File: src/rtl/prog_run_ctrl_if.sv
// Handshake and status bundle between the run controller and the bench/core.
// The slave modport is the controller's view; the master modport is the requester's view.
interface prog_run_ctrl_if #(
    parameter int A = 12
);
    logic          req;
    logic          halt;
    logic          ack;
    logic          core_init;
    logic          run_en;
    logic [A-1:0]  start_pc;
    logic [1:0]    prog_idx;
    logic [15:0]   cycle_count;
    logic          timeout;

    modport slave (
        input  req,
        input  halt,
        output ack,
        output core_init,
        output run_en,
        output start_pc,
        output prog_idx,
        output cycle_count,
        output timeout
    );

    modport master (
        output req,
        output halt,
        input  ack,
        input  core_init,
        input  run_en,
        input  start_pc,
        input  prog_idx,
        input  cycle_count,
        input  timeout
    );
endinterface

File: src/rtl/prog_run_ctrl.sv
// Sequences NPROG programs on a core: init pulse, run with cycle budget, done/ack.
// Every output is a flop updated together with the state register.
module prog_run_ctrl #(
    parameter int              A           = 12,
    parameter int              NPROG       = 3,
    parameter logic [A-1:0]    START0      = 12'h000,
    parameter logic [A-1:0]    START1      = 12'h100,
    parameter logic [A-1:0]    START2      = 12'h200,
    parameter logic [A-1:0]    START3      = 12'h300,
    parameter int              INIT_CYCLES = 2,
    parameter logic [15:0]     TIMEOUT     = 16'd1000
) (
    input  logic              clk,
    input  logic              reset,
    prog_run_ctrl_if.slave    bus
);

    localparam int IW = (INIT_CYCLES > 1) ? $clog2(INIT_CYCLES) : 1;
    localparam logic [IW-1:0] INIT_LAST = IW'(INIT_CYCLES - 1);
    localparam logic [1:0]    IDX_LAST  = 2'(NPROG - 1);
    localparam logic [15:0]   CNT_LAST  = TIMEOUT - 16'd1;

    typedef enum logic [1:0] {
        S_IDLE = 2'd0,
        S_INIT = 2'd1,
        S_RUN  = 2'd2,
        S_DONE = 2'd3
    } state_t;

    state_t          state_q, state_d;
    logic [IW-1:0]   init_cnt_q, init_cnt_d;
    logic            ack_q, ack_d;
    logic            core_init_q, core_init_d;
    logic            run_en_q, run_en_d;
    logic [A-1:0]    start_pc_q, start_pc_d;
    logic [1:0]      prog_idx_q, prog_idx_d;
    logic [15:0]     cycle_q, cycle_d;
    logic            timeout_q, timeout_d;

    function automatic logic [A-1:0] start_of(input logic [1:0] idx);
        logic [A-1:0] pc;
        case (idx)
            2'd0:    pc = START0;
            2'd1:    pc = START1;
            2'd2:    pc = START2;
            2'd3:    pc = START3;
            default: pc = START0;
        endcase
        return pc;
    endfunction

    // Next program index; wraps at NPROG-1 so NPROG=1 pins the index at 0.
    function automatic logic [1:0] next_idx(input logic [1:0] idx);
        logic [1:0] n;
        if (idx >= IDX_LAST) begin
            n = 2'd0;
        end else begin
            n = idx + 2'd1;
        end
        return n;
    endfunction

    // State register and all registered outputs.
    always_ff @(posedge clk) begin
        if (reset) begin
            state_q     <= S_IDLE;
            init_cnt_q  <= '0;
            ack_q       <= 1'b0;
            core_init_q <= 1'b1;
            run_en_q    <= 1'b0;
            start_pc_q  <= START0;
            prog_idx_q  <= 2'd0;
            cycle_q     <= 16'd0;
            timeout_q   <= 1'b0;
        end else begin
            state_q     <= state_d;
            init_cnt_q  <= init_cnt_d;
            ack_q       <= ack_d;
            core_init_q <= core_init_d;
            run_en_q    <= run_en_d;
            start_pc_q  <= start_pc_d;
            prog_idx_q  <= prog_idx_d;
            cycle_q     <= cycle_d;
            timeout_q   <= timeout_d;
        end
    end

    // Next-state and next-output logic; everything holds unless a branch changes it.
    always_comb begin
        state_d     = state_q;
        init_cnt_d  = init_cnt_q;
        ack_d       = ack_q;
        core_init_d = core_init_q;
        run_en_d    = run_en_q;
        start_pc_d  = start_pc_q;
        prog_idx_d  = prog_idx_q;
        cycle_d     = cycle_q;
        timeout_d   = timeout_q;

        case (state_q)
            S_IDLE: begin
                ack_d       = 1'b0;
                core_init_d = 1'b1;
                run_en_d    = 1'b0;
                if (bus.req) begin
                    state_d    = S_INIT;
                    init_cnt_d = '0;
                    start_pc_d = start_of(prog_idx_q);
                    cycle_d    = 16'd0;
                    timeout_d  = 1'b0;
                end else begin
                    state_d    = S_IDLE;
                end
            end
            S_INIT: begin
                if (init_cnt_q == INIT_LAST) begin
                    state_d     = S_RUN;
                    init_cnt_d  = '0;
                    core_init_d = 1'b0;
                    run_en_d    = 1'b1;
                end else begin
                    init_cnt_d  = init_cnt_q + IW'(1);
                    core_init_d = 1'b1;
                    run_en_d    = 1'b0;
                end
            end
            S_RUN: begin
                // halt is checked first so it wins over a coincident budget expiry.
                if (bus.halt) begin
                    state_d     = S_DONE;
                    ack_d       = 1'b1;
                    timeout_d   = 1'b0;
                    run_en_d    = 1'b0;
                    core_init_d = 1'b1;
                end else if (cycle_q >= CNT_LAST) begin
                    state_d     = S_DONE;
                    ack_d       = 1'b1;
                    timeout_d   = 1'b1;
                    cycle_d     = TIMEOUT;
                    run_en_d    = 1'b0;
                    core_init_d = 1'b1;
                end else begin
                    cycle_d     = cycle_q + 16'd1;
                end
            end
            S_DONE: begin
                if (bus.req) begin
                    state_d    = S_INIT;
                    init_cnt_d = '0;
                    ack_d      = 1'b0;
                    prog_idx_d = next_idx(prog_idx_q);
                    start_pc_d = start_of(next_idx(prog_idx_q));
                    cycle_d    = 16'd0;
                    timeout_d  = 1'b0;
                end else begin
                    state_d    = S_DONE;
                end
            end
            default: begin
                state_d     = S_IDLE;
                init_cnt_d  = '0;
                ack_d       = 1'b0;
                core_init_d = 1'b1;
                run_en_d    = 1'b0;
                start_pc_d  = START0;
                prog_idx_d  = 2'd0;
                cycle_d     = 16'd0;
                timeout_d   = 1'b0;
            end
        endcase
    end

    assign bus.ack         = ack_q;
    assign bus.core_init   = core_init_q;
    assign bus.run_en      = run_en_q;
    assign bus.start_pc    = start_pc_q;
    assign bus.prog_idx    = prog_idx_q;
    assign bus.cycle_count = cycle_q;
    assign bus.timeout     = timeout_q;

endmodule

File: src/flat_wrapper.sv
// flat-port wrapper written by rule: the top's interface ports become plain ports
module prog_run_ctrl_flat 
#(
    parameter int              A           = 12,
    parameter int              NPROG       = 3,
    parameter logic [A-1:0]    START0      = 12'h000,
    parameter logic [A-1:0]    START1      = 12'h100,
    parameter logic [A-1:0]    START2      = 12'h200,
    parameter logic [A-1:0]    START3      = 12'h300,
    parameter int              INIT_CYCLES = 2,
    parameter logic [15:0]     TIMEOUT     = 16'd1000
)
  (clk, reset, bus_req, bus_halt, bus_ack, bus_core_init, bus_run_en, bus_start_pc, bus_prog_idx, bus_cycle_count, bus_timeout);
  prog_run_ctrl_if #(.A(A)) bus_i ();
  input  logic clk;
  input  logic reset;
  input wire logic [$bits(bus_i.req)-1:0] bus_req;
  input wire logic [$bits(bus_i.halt)-1:0] bus_halt;
  output wire logic [$bits(bus_i.ack)-1:0] bus_ack;
  output wire logic [$bits(bus_i.core_init)-1:0] bus_core_init;
  output wire logic [$bits(bus_i.run_en)-1:0] bus_run_en;
  output wire logic [$bits(bus_i.start_pc)-1:0] bus_start_pc;
  output wire logic [$bits(bus_i.prog_idx)-1:0] bus_prog_idx;
  output wire logic [$bits(bus_i.cycle_count)-1:0] bus_cycle_count;
  output wire logic [$bits(bus_i.timeout)-1:0] bus_timeout;
  assign bus_i.req = bus_req;
  assign bus_i.halt = bus_halt;
  assign bus_ack = bus_i.ack;
  assign bus_core_init = bus_i.core_init;
  assign bus_run_en = bus_i.run_en;
  assign bus_start_pc = bus_i.start_pc;
  assign bus_prog_idx = bus_i.prog_idx;
  assign bus_cycle_count = bus_i.cycle_count;
  assign bus_timeout = bus_i.timeout;
  prog_run_ctrl #(.A(A), .NPROG(NPROG), .START0(START0), .START1(START1), .START2(START2), .START3(START3), .INIT_CYCLES(INIT_CYCLES), .TIMEOUT(TIMEOUT)) u_core (.clk(clk), .reset(reset), .bus(bus_i));
endmodule
File: config.mk
export PLATFORM = sky130hd
export DESIGN_NAME = prog_run_ctrl_flat
export DESIGN_NICKNAME = d
export VERILOG_FILES = /design/src/rtl/prog_run_ctrl_if.sv /design/src/rtl/prog_run_ctrl.sv /design/src/flat_wrapper.sv
export SDC_FILE = /design/constraint.sdc
export NUM_CORES = 1
export LEC_CHECK = 0
export ABC_CLOCK_PERIOD_IN_PS = 3700
export BUFFER_PORTS_ARGS = -buffer_cell sky130_fd_sc_hd__buf_2
export CORE_MARGIN = 10
export CORE_UTILIZATION = 47
export CTS_BUF_LIST = sky130_fd_sc_hd__clkbuf_8 sky130_fd_sc_hd__clkbuf_16
export CTS_CLUSTER_SIZE = 40
export DETAILED_ROUTE_END_ITERATION = 8
export PLACE_DENSITY = 0.72
export SLEW_MARGIN = 25
export SYNTH_ARGS = -nofsm -noshare
export SYNTH_HDL_FRONTEND = slang
export SYNTH_SLANG_ARGS = --single-unit
File: constraint.sdc
create_clock -name clk -period 3.7 [get_ports clk]
set_input_delay 0.185 -clock clk [delete_from_list [all_inputs] [get_ports clk]]
set_output_delay 0.185 -clock clk [all_outputs]
set_load 0.01 [all_outputs]
# Yosys cells after proc, flatten, opt, wreduce, memory -nomap -nowiden
# Index checks and enable logic that the tools add are counted.
[classes]
magnitude_cmp = 2
n_reduce_logical = 17
addsub = 3
n_eq_ne = 15
n_mux = 32
[op_table]
columns = ["operator", "count"]
rows = [
  ["one-hot mux 12 bit (4 select lines)", 2],
  ["two-way mux 16 bit", 3],
  ["one-hot mux 16 bit (2 select lines)", 1],
  ["two-way mux 12 bit", 2],
  ["one-hot mux 12 bit (2 select lines)", 1],
  ["adder 16 x 1 -> 16 bit, second input constant", 1],
  ["greater-or-equal comparator 16 x 10 -> 1 bit, second input constant", 1],
  ["two-way mux 2 bit", 7],
  ["equality test 2 bit, second input constant", 6],
  ["AND reduction 3 bit", 4],
  ["two-way mux 1 bit", 10],
  ["one-hot mux 1 bit (3 select lines)", 3],
  ["one-hot mux 2 bit (4 select lines)", 1],
  ["AND reduction 2 bit", 4],
  ["equality test 2 x 1 -> 1 bit, second input constant", 3],
  ["logical NOT 2 bit", 3],
  ["inequality test 2 bit, second input constant", 3],
  ["nonzero test 2 bit", 3],
  ["nonzero test 3 bit", 2],
  ["inequality test 2 x 1 -> 1 bit, second input constant", 2],
  ["one-hot mux 1 bit (2 select lines)", 2],
  ["inequality test 3 x 2 -> 1 bit, second input constant", 1],
  ["adder 2 x 1 -> 2 bit, second input constant", 1],
  ["greater-or-equal comparator 2 bit, second input constant", 1],
  ["other kinds (2)", 2],
]
[word_totals]
out_inout_bits = 34
reg_bits = 37
inputBits = 4

# Depth between registers and ports, before layout
[logic_depth]
ltp_word = 8
ltp_mapped = 8

# Worst setup path before layout
# No wires, ideal clock.
[synth_path]
path_type = "reg2reg"
start = "register u_core.state_q[0]"
end = "register u_core.cycle_q[14], in the netlist u_core.bus.cycle_count[14]"
arrival_time_ns = 2.081
synth_period_minus_slack_ns = 2.155
path_slack_ns = 1.545
path_stages_with_launch = 9
path_cell_list = "dfxtp_1 -> inv_1 -> ha_1 -> buf_4 -> o21bai_2 -> or4b_1 -> buf_2 -> or4_1 -> a21oi_1"
[synth_via]
elab_chain_len = 4
word_cells_on_any_way = 9
[synth_rtl]
columns = ["element", "line_no", "rtl"]
rows = [
  ["start, declared", "prog_run_ctrl.sv:30", "state_t state_q, state_d;"],
  ["start signal, assigned", "prog_run_ctrl.sv:76", "state_q <= state_d;"],
  ["equality test 2 bit or logical NOT 2 bit (tied branches)", "prog_run_ctrl.sv:100", "case (state_q)"],
  ["OR reduction 2 bit (no source line)", "--", ""],
  ["inequality test 2 x 1 -> 1 bit (no source line) or nonzero test 2 bit (tied branches)", "--", ""],
  ["AND reduction 3 bit (no source line)", "--", ""],
  ["end signal, assigned", "prog_run_ctrl.sv:83", "cycle_q <= cycle_d;"],
  ["end, declared", "prog_run_ctrl.sv:37", "logic [15:0] cycle_q, cycle_d;"],
]
# Several ways; a longest one is shown, not always the timed one.
# A chain may end at the register's enable or synchronous reset.

# Worst setup path after layout
[layout_path]
start = "register u_core.state_q[0]"
end = "register u_core.cycle_q[15], in the netlist u_core.bus.cycle_count[15]"
# Same word-level chain as after synthesis.

==> impl_summary.log <==
INFO  metric port_buffers = 27
INFO  metric synthToLayoutAreaGrowth = 9.45%
INFO  metric critical_path_arrival = 2.62 ns
INFO  metric finalWirelength = 3860 µm
INFO  metric detail_route.first_pass.iterations = 4
INFO  metric drive_above_1_share = 20.5%
INFO  metric synth_top_flop_cell = dfxtp_1
INFO  metric capture_point_of_the_critical_path = u_core.bus.cycle_count[15]
INFO  metric grt_overflow = 0
INFO  metric die_w = 77.7 µm
INFO  metric synthCells = 184
INFO  metric most_used_standard_cells_in_the_synthesized_netlist = dfxtp_1, a21oi_1, nand2_1
INFO  metric synth_compound_area_share = 22.7%
INFO  metric finalHoldViolations = 0
INFO  metric seq_area_frac_synth = 34.6%
INFO  metric place_hpwl = 2940 µm
INFO  metric initial_cell_density_of_the_core = 50.0%
INFO  metric synthesis.area = 1560 µm²
INFO  metric route.detailed.vias_per_inst = 5.67
INFO  metric slew_headroom = 58.1%
INFO  metric maxcap_violations = 0
INFO  metric cts-root-buf = clkbuf_8
INFO  metric crit_path_max_incr_delay = 0.65 ns
INFO  metric timing.critical_path.from = u_core.state_q[0]
INFO  metric power.share.switching = 39.8%
INFO  metric first_pass_grt_wire_length = 6360 µm
INFO  metric worst_ir_drop_vdd = 0.000253 V
INFO  metric post_cts.resized_instances = 0
INFO  metric crit-reg2reg-launch = u_core.state_q[0]
INFO  metric max_frequency = 414 MHz
INFO  metric vertical_extent_of_the_die = 77.7 µm
INFO  metric post-route-min-period = 2.41 ns
INFO  metric ant_nets = 0
INFO  metric via_count_of_the_first_global_routing_pass = 1319
INFO  metric sequential_cell_fraction_of_total_power = 40.2%
INFO  metric area.sequential = 541 µm²
INFO  metric p_comb_share = 41.0%
INFO  metric clk_latency = 0.27 ns
INFO  metric synth-seq-cells = 27
INFO  metric drt_first_iter_violations = 159
INFO  metric holdCritPathClass = primary input to register
INFO  metric clock_power_share = 18.8%
INFO  metric timing.critical_path.max_delay_family = simple AND/OR/NAND/NOR gates
INFO  metric synthMuxAreaShare = 2.64%
INFO  metric total_number_of_vias = 1412
INFO  metric p_per_area = 507 nW/µm²
INFO  metric synth_enable_flop_cells = 0
INFO  metric gpl.final_weighted_congestion = 0.962
INFO  metric synth_top_area_share = 34.6%
INFO  metric worst_clock_skew = 0.0108 ns
INFO  metric switching_power = 0.345 mW
INFO  metric combinational_family_with_the_most_area_after_synthesis = compound AO/OA/AOI/OAI gates
INFO  metric htreeDepth = 1
INFO  metric wl_per_cell = 15.5 µm
INFO  metric worstPathBufferInverterCount = 1
INFO  metric filler_cell_count = 314
INFO  metric number_of_antenna_violations_at_the_first_check_in_global_routing = 0
INFO  metric yosysUniqueCellTypes = 51
INFO  metric cts_sinks = 27
INFO  metric critical_setup_path_kind = register to register
INFO  metric clock_tree.buffer_depth = 2
INFO  metric worstMarginPinSlew = 0.623 ns
INFO  metric cellLeakagePower = 0.725 nW
INFO  metric synth_xor_area_share = 1.68%
INFO  metric synth_fa_ha_area_share = 4.80%
INFO  metric design.final.nets = 216
INFO  metric clock_transition_at_the_registers_of_the_reported_paths = 0.09 ns
INFO  metric number_of_cells_on_the_critical_path = 6
INFO  metric cts_tree = yes
INFO  metric p_int = 0.523 mW
INFO  metric post_synth.cell_area_avg = 8.49 µm²
INFO  metric crit-reg2reg-capture = u_core.bus.cycle_count[15]
INFO  metric worst_setup_path_start_kind = register
INFO  metric timing.critical_path.cells = inv_1 -> ha_1 -> o21bai_2 -> or4b_1 -> or4_1 -> a21oi_1
INFO  metric critical-path-slowest-cell = or4b_1
INFO  metric yosys.cell_count.top_type = dfxtp_1
INFO  metric timing.reg2reg.worst_path_depth = 6
INFO  metric finalSetupTns = 0 ns
INFO  metric finalSetupViolations = 0
INFO  metric number_of_pins_exceeding_their_max_slew_limit_in_the_final_report = 0
INFO  metric grt_setup_unrepaired = false
INFO  metric coreArea = 3130 µm²
INFO  metric postCtsSetupBuffers = 0
INFO  metric post-route-util = 54.7%
INFO  metric floorplan.die_area = 6030 µm²
INFO  metric placementRows = 20
INFO  metric drc = 0
INFO  metric grtUsageTotal = 12.3%
INFO  metric end_kind = register
INFO  metric cts_made_buffers = 3
INFO  metric yosys_warnings = 0
INFO  metric boundaryPins = 38
INFO  metric postSynth.asyncResetShare = 0%
INFO  metric flop_to_flop_setup_slack = 1.29 ns
INFO  metric ctsHoldBuffers = 0
INFO  metric synth_top_area_cell = dfxtp_1
INFO  metric yosys.area_share.simple = 22.7%
INFO  metric p_total = 0.868 mW
INFO  metric antennaDiodeCount = 0
INFO  metric crit_path_max_fanout = 8
INFO  metric grt_start_max_net_pins = 15
INFO  metric multi_input_area = 890 µm²
INFO  metric timing.final.crit_share = 65.3%
INFO  metric hold_ws = 0.237 ns
INFO  metric status = complete, no violations
INFO  metric crit_required = 3.91 ns
INFO  metric ys_top_cells_by_area = dfxtp_1, buf_4, a21oi_1, ha_1, nand2_1
power by group through the flow:
stage | logic [mW] | registers [mW] | clock network (mW)
after floorplan | 0.273 | 0.358 | 0
after global placement | 0.338 | 0.351 | 0
after detailed placement | 0.350 | 0.355 | 0
after CTS | 0.352 | 0.349 | 0.169
after global routing | 0.391 | 0.355 | 0.176
final | 0.356 | 0.349 | 0.163
how the worst min path moves through the flow:
stage                       start                     end  slack [ns]  cells past startpoint
2_1_floorplan            bus_halt          u_core.bus.ack        0.35                      1
3_3_place_gp   u_core.bus.timeout      u_core.bus.timeout        0.44                      2
3_5_place_dp   u_core.bus.timeout      u_core.bus.timeout        0.45                      2
4_1_cts                  bus_halt          u_core.bus.ack        0.23                      2
5_1_grt                   bus_req  u_core.bus.start_pc[9]        0.25                      2
6_report                 bus_halt          u_core.bus.ack        0.24                      2
metal layers:
| metal | track usage, % | vias up | routed length, µm |
|---|---|---|---|
| li1 | - | 696 | - |
| met1 | 15.1 | 656 | 1730 |
| met2 | 19.5 | 54 | 1800 |
| met3 | 3.57 | 6 | 290 |
| met4 | 5.66 | 0 | 42 |
| met5 | 0 | - | 0 |
area by class of cell:
type                            instances  share of cell area, %
Clock buffer                            3                   2.41
Clock inverter                          1                  0.219
Inverter                               12                   2.63
Multi-Input combinational cell        135                   52.0
Sequential cell                        27                   31.6
Tap cell                               44                   3.22
Timing Repair Buffer                   27                   7.90
through the flow:
stage | area [µm²] | setup WS [ns] | cells
3_3_place_gp | 1670 | 1.40 | 245
5_1_grt | 1710 | 1.13 | 249
6_report | 1710 | 1.29 | 249
2_1_floorplan | 1600 | 1.55 | 193
3_5_place_dp | 1670 | 1.33 | 245
4_1_cts | 1710 | 1.30 | 249
cells in the final DEF (no fill, tap or decap), types with 2 or more instances in the layout:
cell type / count
a21oi_1: 17
a221oi_1: 2
nand4_1: 5
a31oi_1: 3
o31ai_1: 2
or3_1: 4
a22o_1: 2
o211ai_1: 2
mux2i_1: 3
inv_1: 13
dfxtp_1: 27
nor2b_1: 2
nor3_1: 4
nand2_1: 13
nor2_1: 9
o221a_2: 4
nand2b_1: 3
and2_1: 2
xnor2_1: 2
or4_1: 2
buf_2: 27
clkbuf_8: 3
nand3_1: 8
ha_1: 6
conb_1: 10
o21ai_0: 6
logic make-up (layout without fill, tap and decap cells):
group                    after synthesis  count (layout)
AO/OA/AOI/OAI                         49              49
XOR/XNOR                               3               3
adder cells (fa/ha/maj)                6               6
multiplexers                           4               4
buffers and inverters                 31              43
flip-flops                            27              27
other                                  1              10
AND/OR/NAND/NOR                       63              63
worst reg2reg max path: stages (launching register included):
cell      delay, ns
dfxtp_1        0.43
inv_1          0.10
ha_1           0.44
o21bai_2       0.14
or4b_1         0.65
or4_1          0.46
a21oi_1        0.14
sequential cells by signal (all words and copies together), names as in the netlist:
register	cells
u_core.bus.ack	1
u_core.bus.cycle_count	16
u_core.bus.start_pc	2
u_core.bus.run_en	1
u_core.bus.timeout	1
u_core.bus.prog_idx	2
u_core.init_cnt_q	1
u_core.state_q	2
u_core.bus.core_init	1
Power figures use the tool's default switching activity.
